`config.mk`:
```
export PLATFORM = sky130hd
export DESIGN_NAME = pipeline_fetch_unit
export DESIGN_NICKNAME = d
export VERILOG_FILES = /design/src/rtl/pipeline_fetch_unit.sv
export SDC_FILE = /design/constraint.sdc
export NUM_CORES = 1
export LEC_CHECK = 0
export BUFFER_PORTS_ARGS = -buffer_cell sky130_fd_sc_hd__buf_2
export CAP_MARGIN = 20
export CORE_ASPECT_RATIO = 1.4
export CORE_MARGIN = 5
export CORE_UTILIZATION = 30
export CTS_CLUSTER_DIAMETER = 30
export CTS_CLUSTER_SIZE = 30
export DETAILED_ROUTE_END_ITERATION = 16
export GPL_ROUTABILITY_DRIVEN = 0
export PLACE_DENSITY_LB_ADDON = 0.25
export SYNTH_ARGS = -nofsm -noshare
export SYNTH_HDL_FRONTEND = slang
export SYNTH_SLANG_ARGS = --single-unit
```
`constraint.sdc`:
```
create_clock -name clk -period 5.8 [get_ports clk]
set_clock_uncertainty 0.1 [all_clocks]
set_input_delay 0.87 -clock clk [delete_from_list [all_inputs] [get_ports clk]]
set_output_delay 0.87 -clock clk [all_outputs]
set_load 0.02 [all_outputs]
```
`src/rtl/pipeline_fetch_unit.sv`:
```
// IF-stage front end: PC owner, single-outstanding imem fetch FSM, prefetch queue
// presenting {pcPlus4, instruction} to IF/ID, with stall, ID redirect and halt handling.
module pipeline_fetch_unit #(
  parameter logic [31:0] RESET_PC  = 32'h0000_0000,
  parameter int          QDEPTH    = 2,
  parameter logic [31:0] HALT_WORD = 32'hFFFF_FFFF
) (
  input  logic        clk,
  input  logic        reset,
  output logic        imemReq,
  output logic [31:0] imemAddr,
  input  logic        imemValid,
  input  logic [31:0] imemData,
  input  logic        stall,
  input  logic        redirect,
  input  logic [31:0] redirectPc,
  output logic        instrValid,
  output logic [31:0] instruction,
  output logic [31:0] pcPlus4,
  output logic        endProgram
);
  localparam int PW = (QDEPTH > 1) ? $clog2(QDEPTH) : 1;
  localparam int CW = PW + 1;

  typedef enum logic [1:0] {S_READY, S_WAIT, S_DISCARD, S_HALTED} fetchState_t;

  typedef struct packed {
    logic [31:0] pcPlus4;
    logic [31:0] instr;
  } fetchEntry_t;

  fetchState_t       state, stateNxt;
  logic [31:0]       fetchPc;
  logic              haltSeen;
  logic [CW-1:0]     count;
  logic [PW-1:0]     rdPtr, wrPtr;
  fetchEntry_t       q [QDEPTH];
  logic              push, pop, headHalt;

  // In READY nothing is outstanding, so the space check reduces to count < QDEPTH.
  assign imemReq    = reset && !redirect && (state == S_READY) && !haltSeen &&
                      (count < CW'(QDEPTH));
  assign imemAddr   = {fetchPc[31:2], 2'b00};
  assign instrValid = (count != '0);
  assign instruction = instrValid ? q[rdPtr].instr   : 32'h0;
  assign pcPlus4     = instrValid ? q[rdPtr].pcPlus4 : 32'h0;
  assign headHalt   = (q[rdPtr].instr == HALT_WORD);

  assign push = (state == S_WAIT) && imemValid && !redirect;
  assign pop  = instrValid && !stall && !redirect;

  always_comb begin
    stateNxt = state;
    case (state)
      S_READY:   if (imemReq) stateNxt = S_WAIT;
                 else if (haltSeen) stateNxt = S_HALTED;
      S_WAIT:    if (imemValid) stateNxt = S_READY;
      S_DISCARD: if (imemValid) stateNxt = S_READY;
      S_HALTED:  stateNxt = S_HALTED;
      default:   stateNxt = S_READY;
    endcase
    // A response landing in the redirect cycle is simply dropped; otherwise wait it out.
    if (redirect) begin
      if ((state == S_WAIT || state == S_DISCARD) && !imemValid) stateNxt = S_DISCARD;
      else stateNxt = S_READY;
    end
  end

  always_ff @(posedge clk) begin
    if (!reset) begin
      state      <= S_READY;
      fetchPc    <= RESET_PC;
      haltSeen   <= 1'b0;
      count      <= '0;
      rdPtr      <= '0;
      wrPtr      <= '0;
      endProgram <= 1'b0;
    end else begin
      state <= stateNxt;
      if (redirect) begin
        fetchPc  <= redirectPc;
        haltSeen <= 1'b0;
        count    <= '0;
        rdPtr    <= '0;
        wrPtr    <= '0;
      end else begin
        if (imemReq) fetchPc <= fetchPc + 32'd4;
        if (push) begin
          wrPtr <= wrPtr + 1'b1;
          if (imemData == HALT_WORD) haltSeen <= 1'b1;
        end
        if (pop) rdPtr <= rdPtr + 1'b1;
        count <= count + CW'(push) - CW'(pop);
      end
      if (pop && headHalt) endProgram <= 1'b1;
    end
  end

  // fetchPc is already advanced while WAITing, so it is the issued PC + 4.
  always_ff @(posedge clk) begin
    if (push) q[wrPtr] <= '{pcPlus4: fetchPc, instr: imemData};
  end
endmodule
```
==> results.tsv <==
stage	metric	value	unit
clock_network	ctsResizeCount	0	
sta	grt_setup_unrepaired	false	
yosys	synth_warnings	0	
sta	fmaxAchievable	288	MHz
sta	period_minus_slack	3.48	ns
critical_path	path_buf_inv	3	
sta	finalSetupViolCount	0	
global_routing	grt_max_degree	54	
place	pre_cts_ws	2.32	ns
hold_path	hp-class	reg -> reg	
yosys	synth_cells	628	
sta	worst_slew_pin_slew	0.783	ns
floorplan	pin_count	168	
critical_path	cp_common_cell	buf_2	
floorplan	rows	68	
place	io_buffers	165	
floorplan	dieHeight	198	um
power	ir_drop	0.000196	V
outcome	outcome	complete, no violations	
drt	wl_per_cell	17.9	um
job	cap_violations	0	
yosys	syn_area_per_cell	12.1	sq um
global_routing	grt_pass1_wl	29.5	mm
cells_and_area	nets	830	
yosys	ys_seq_area_share	61.6	%
sta	final.setup.tns	0	ns
drt	vias	5104	
critical_path	start_kind	input pin	
power	p_leak	0.00344	uW
critical_path	crit_family	buffers and inverters	
global_routing	track_usage	13.6	%
critical_path	cp_slowest_cell	buf_2	
floorplan	initial_core_util	30.6	%
clock_network	cts_root_buf	clkbuf_16	
global_routing	grt_pass1_vias	5195	
cells_and_area	drive_above_1_share	28.9	%
cells_and_area	n_antenna_cell	0	
drt	drtIter0Drc	223	
floorplan	core	0.0248	sq mm
critical_path	crit_fanout	31	
yosys	synth_top_cell_area_share	50.8	%
place	place_area	0.00846	sq mm
place	placed_cells	1051	
power	clkPwrFrac	42.8	%
drt	dr.pass1.iters	4	
power	power.switching	602	uW
power	switching_share	22.5	%
yosys	yosys_register_bits	169	
sta	slew_violations	0	
critical_path	critPathKind	in -> out	
cells_and_area	n_fill_cell	2444	
clock_network	htreeDepth	4	
yosys	synth.distinct_cells	51	
drt	routed_via_density	4.72	
critical_path	crit_path_end_kind	output pin	
clock_network	cts_tree	yes	
power	combPwrFrac	6.2	%
global_routing	grt.overflow.total	0	
floorplan	die_w	144	um
global_routing	antenna_found_initial	1	
cells_and_area	area_growth	19.6	%
yosys	synth_area_leaders	edfxtp_1, dfxtp_1, mux2i_1	
cells_and_area	design_area	0.00906	sq mm
power	internal_power	2070	uW
drt	drc	0	
clock_network	clkLatencyLatePin	0.43	ns
clock_network	cts_buffers	17	
sta	fin_crit_sh	60.0	%
floorplan	dieArea	0.0286	sq mm
clock_network	cts.path.max_buffers	2	
sta	setup_slack	2.32	ns
drt	wl	19.4	mm
critical_path	required	4.83	ns
yosys	synth_area_leader_cell	edfxtp_1	
clock_network	clock-sinks	169	
place	post-dp-hpwl	13.6	mm
yosys	synthArstFlopShare	0	%
power	power.density	295	mW/mm^2
clock_network	post-cts-setup-buffers	0	
power	p_seq_share	51.0	%
yosys	synth-edff-count	128	
critical_path	path_cells	buf_2 > nor2b_2 > nand2_2 > inv_1 > buf_2	
yosys	ys.flop_type	edfxtp_1	
drt	ant_nets	0	
critical_path	slowest_delay	0.47	ns
yosys	synth_area	0.00757	sq mm
critical_path	crit_arrival	2.51	ns
clock_network	ctsHoldBuffers	0	
clock_network	clkTransAtPathRegs	0.06	ns
cells_and_area	fin_cells	1082	
sta	hold_viol_final	0	
sta	slew_headroom	47.8	%
-- area by class of cell --
cell class,instances,area [sq um],share of cell area (%)
inverters,9,33.8,0.373
well taps,315,394,4.35
multi-input cells,387,2500,27.6
clock buffers,17,425,4.70
flip-flops and latches,169,4670,51.5
clock inverters,14,171,1.89
repair buffers,171,871,9.61
-- synthesized netlist by cell type (5+ instances only) --
cell	number
o21ai_0	28
clkbuf_1	17
o21a_1	5
dfxtp_1	41
buf_4	34
nand3_1	28
nand2b_1	8
and3_1	12
o211a_1	5
edfxtp_1	128
and2_1	10
a31oi_1	7
ha_1	6
nand2_1	37
or2_2	7
inv_1	8
a21oi_1	17
xor2_1	15
xnor2_1	9
nor2_1	69
nand4_1	26
mux2i_1	60
buf_2	9
-- final timing paths --
path	start	to	slack (ns)	cells past startpoint
worst min-delay path	fetchPc[1]	q[0][33]	0.36	0
worst max register to register	count[1]	count[1]	3.09	9
worst min register to register	fetchPc[1]	q[0][33]	0.36	0
worst max-delay path	reset	imemReq	2.32	5
-- layer usage --
layer | global-route usage (%) | vias up | wire (um)
li1 | - | 2503 | -
met2 | 23.3 | 152 | 9750
met5 | 0 | - | 13
met3 | 3.60 | 21 | 1250
met4 | 4.08 | 2 | 318
met1 | 16.8 | 2426 | 8030
-- power by group through the flow --
stage	Sequential, uW	Combinational [uW]	Clock [uW]
after floorplan	1380	118	0
after global placement	1390	168	0
after detailed placement	1390	169	0
after CTS	1360	169	1180
after global routing	1370	184	1230
final	1360	166	1140
-- worst reg2reg max path: cells and delay by family (launching register included) --
family                     cells  cell delay, ns
adders and majority gates      2            0.51
xor gates and xnor gates       2            0.28
buffers and inverters          2            0.60
and+or+nand+nor                3            0.74
DFF                            1            0.37
-- per-stage QoR --
step           hold slack (ns)  power, uW  util [%]
5_1_grt                  0.397       2780      36.6
4_1_cts                  0.370       2710      36.6
2_1_floorplan            0.325       1490         -
3_5_place_dp             0.360       1560      34.2
6_report                 0.364       2670      36.6
3_3_place_gp             0.356       1560      34.2
-- sequential cells by signal, summed over array words and instances, names as in the netlist, named ones only --
signal,flops
haltSeen,1
state,2
wrPtr,1
endProgram,1
count,2
rdPtr,1
q,128
fetchPc,32
-- logic make-up after synthesis --
logic type	count (synthesis)	share of synthesized area, %
compound gates	76	6.20
xor+xnor	24	2.78
fa+ha+maj	6	0.991
buf+inv	73	5.80
flops	169	61.6
mux	61	8.08
other cells	1	0.0495
simple gates	218	14.5
-- cells in the final DEF (no fill, tap or decap), types with 26 or more instances in the layout --
master,instances
buf_2,165
edfxtp_1,128
nor2_1,66
mux2i_1,60
dfxtp_1,40
nand2_1,37
nand3_1,28
o21ai_0,28
nand4_1,26
Note: power is estimated with default switching activity, not from simulation.
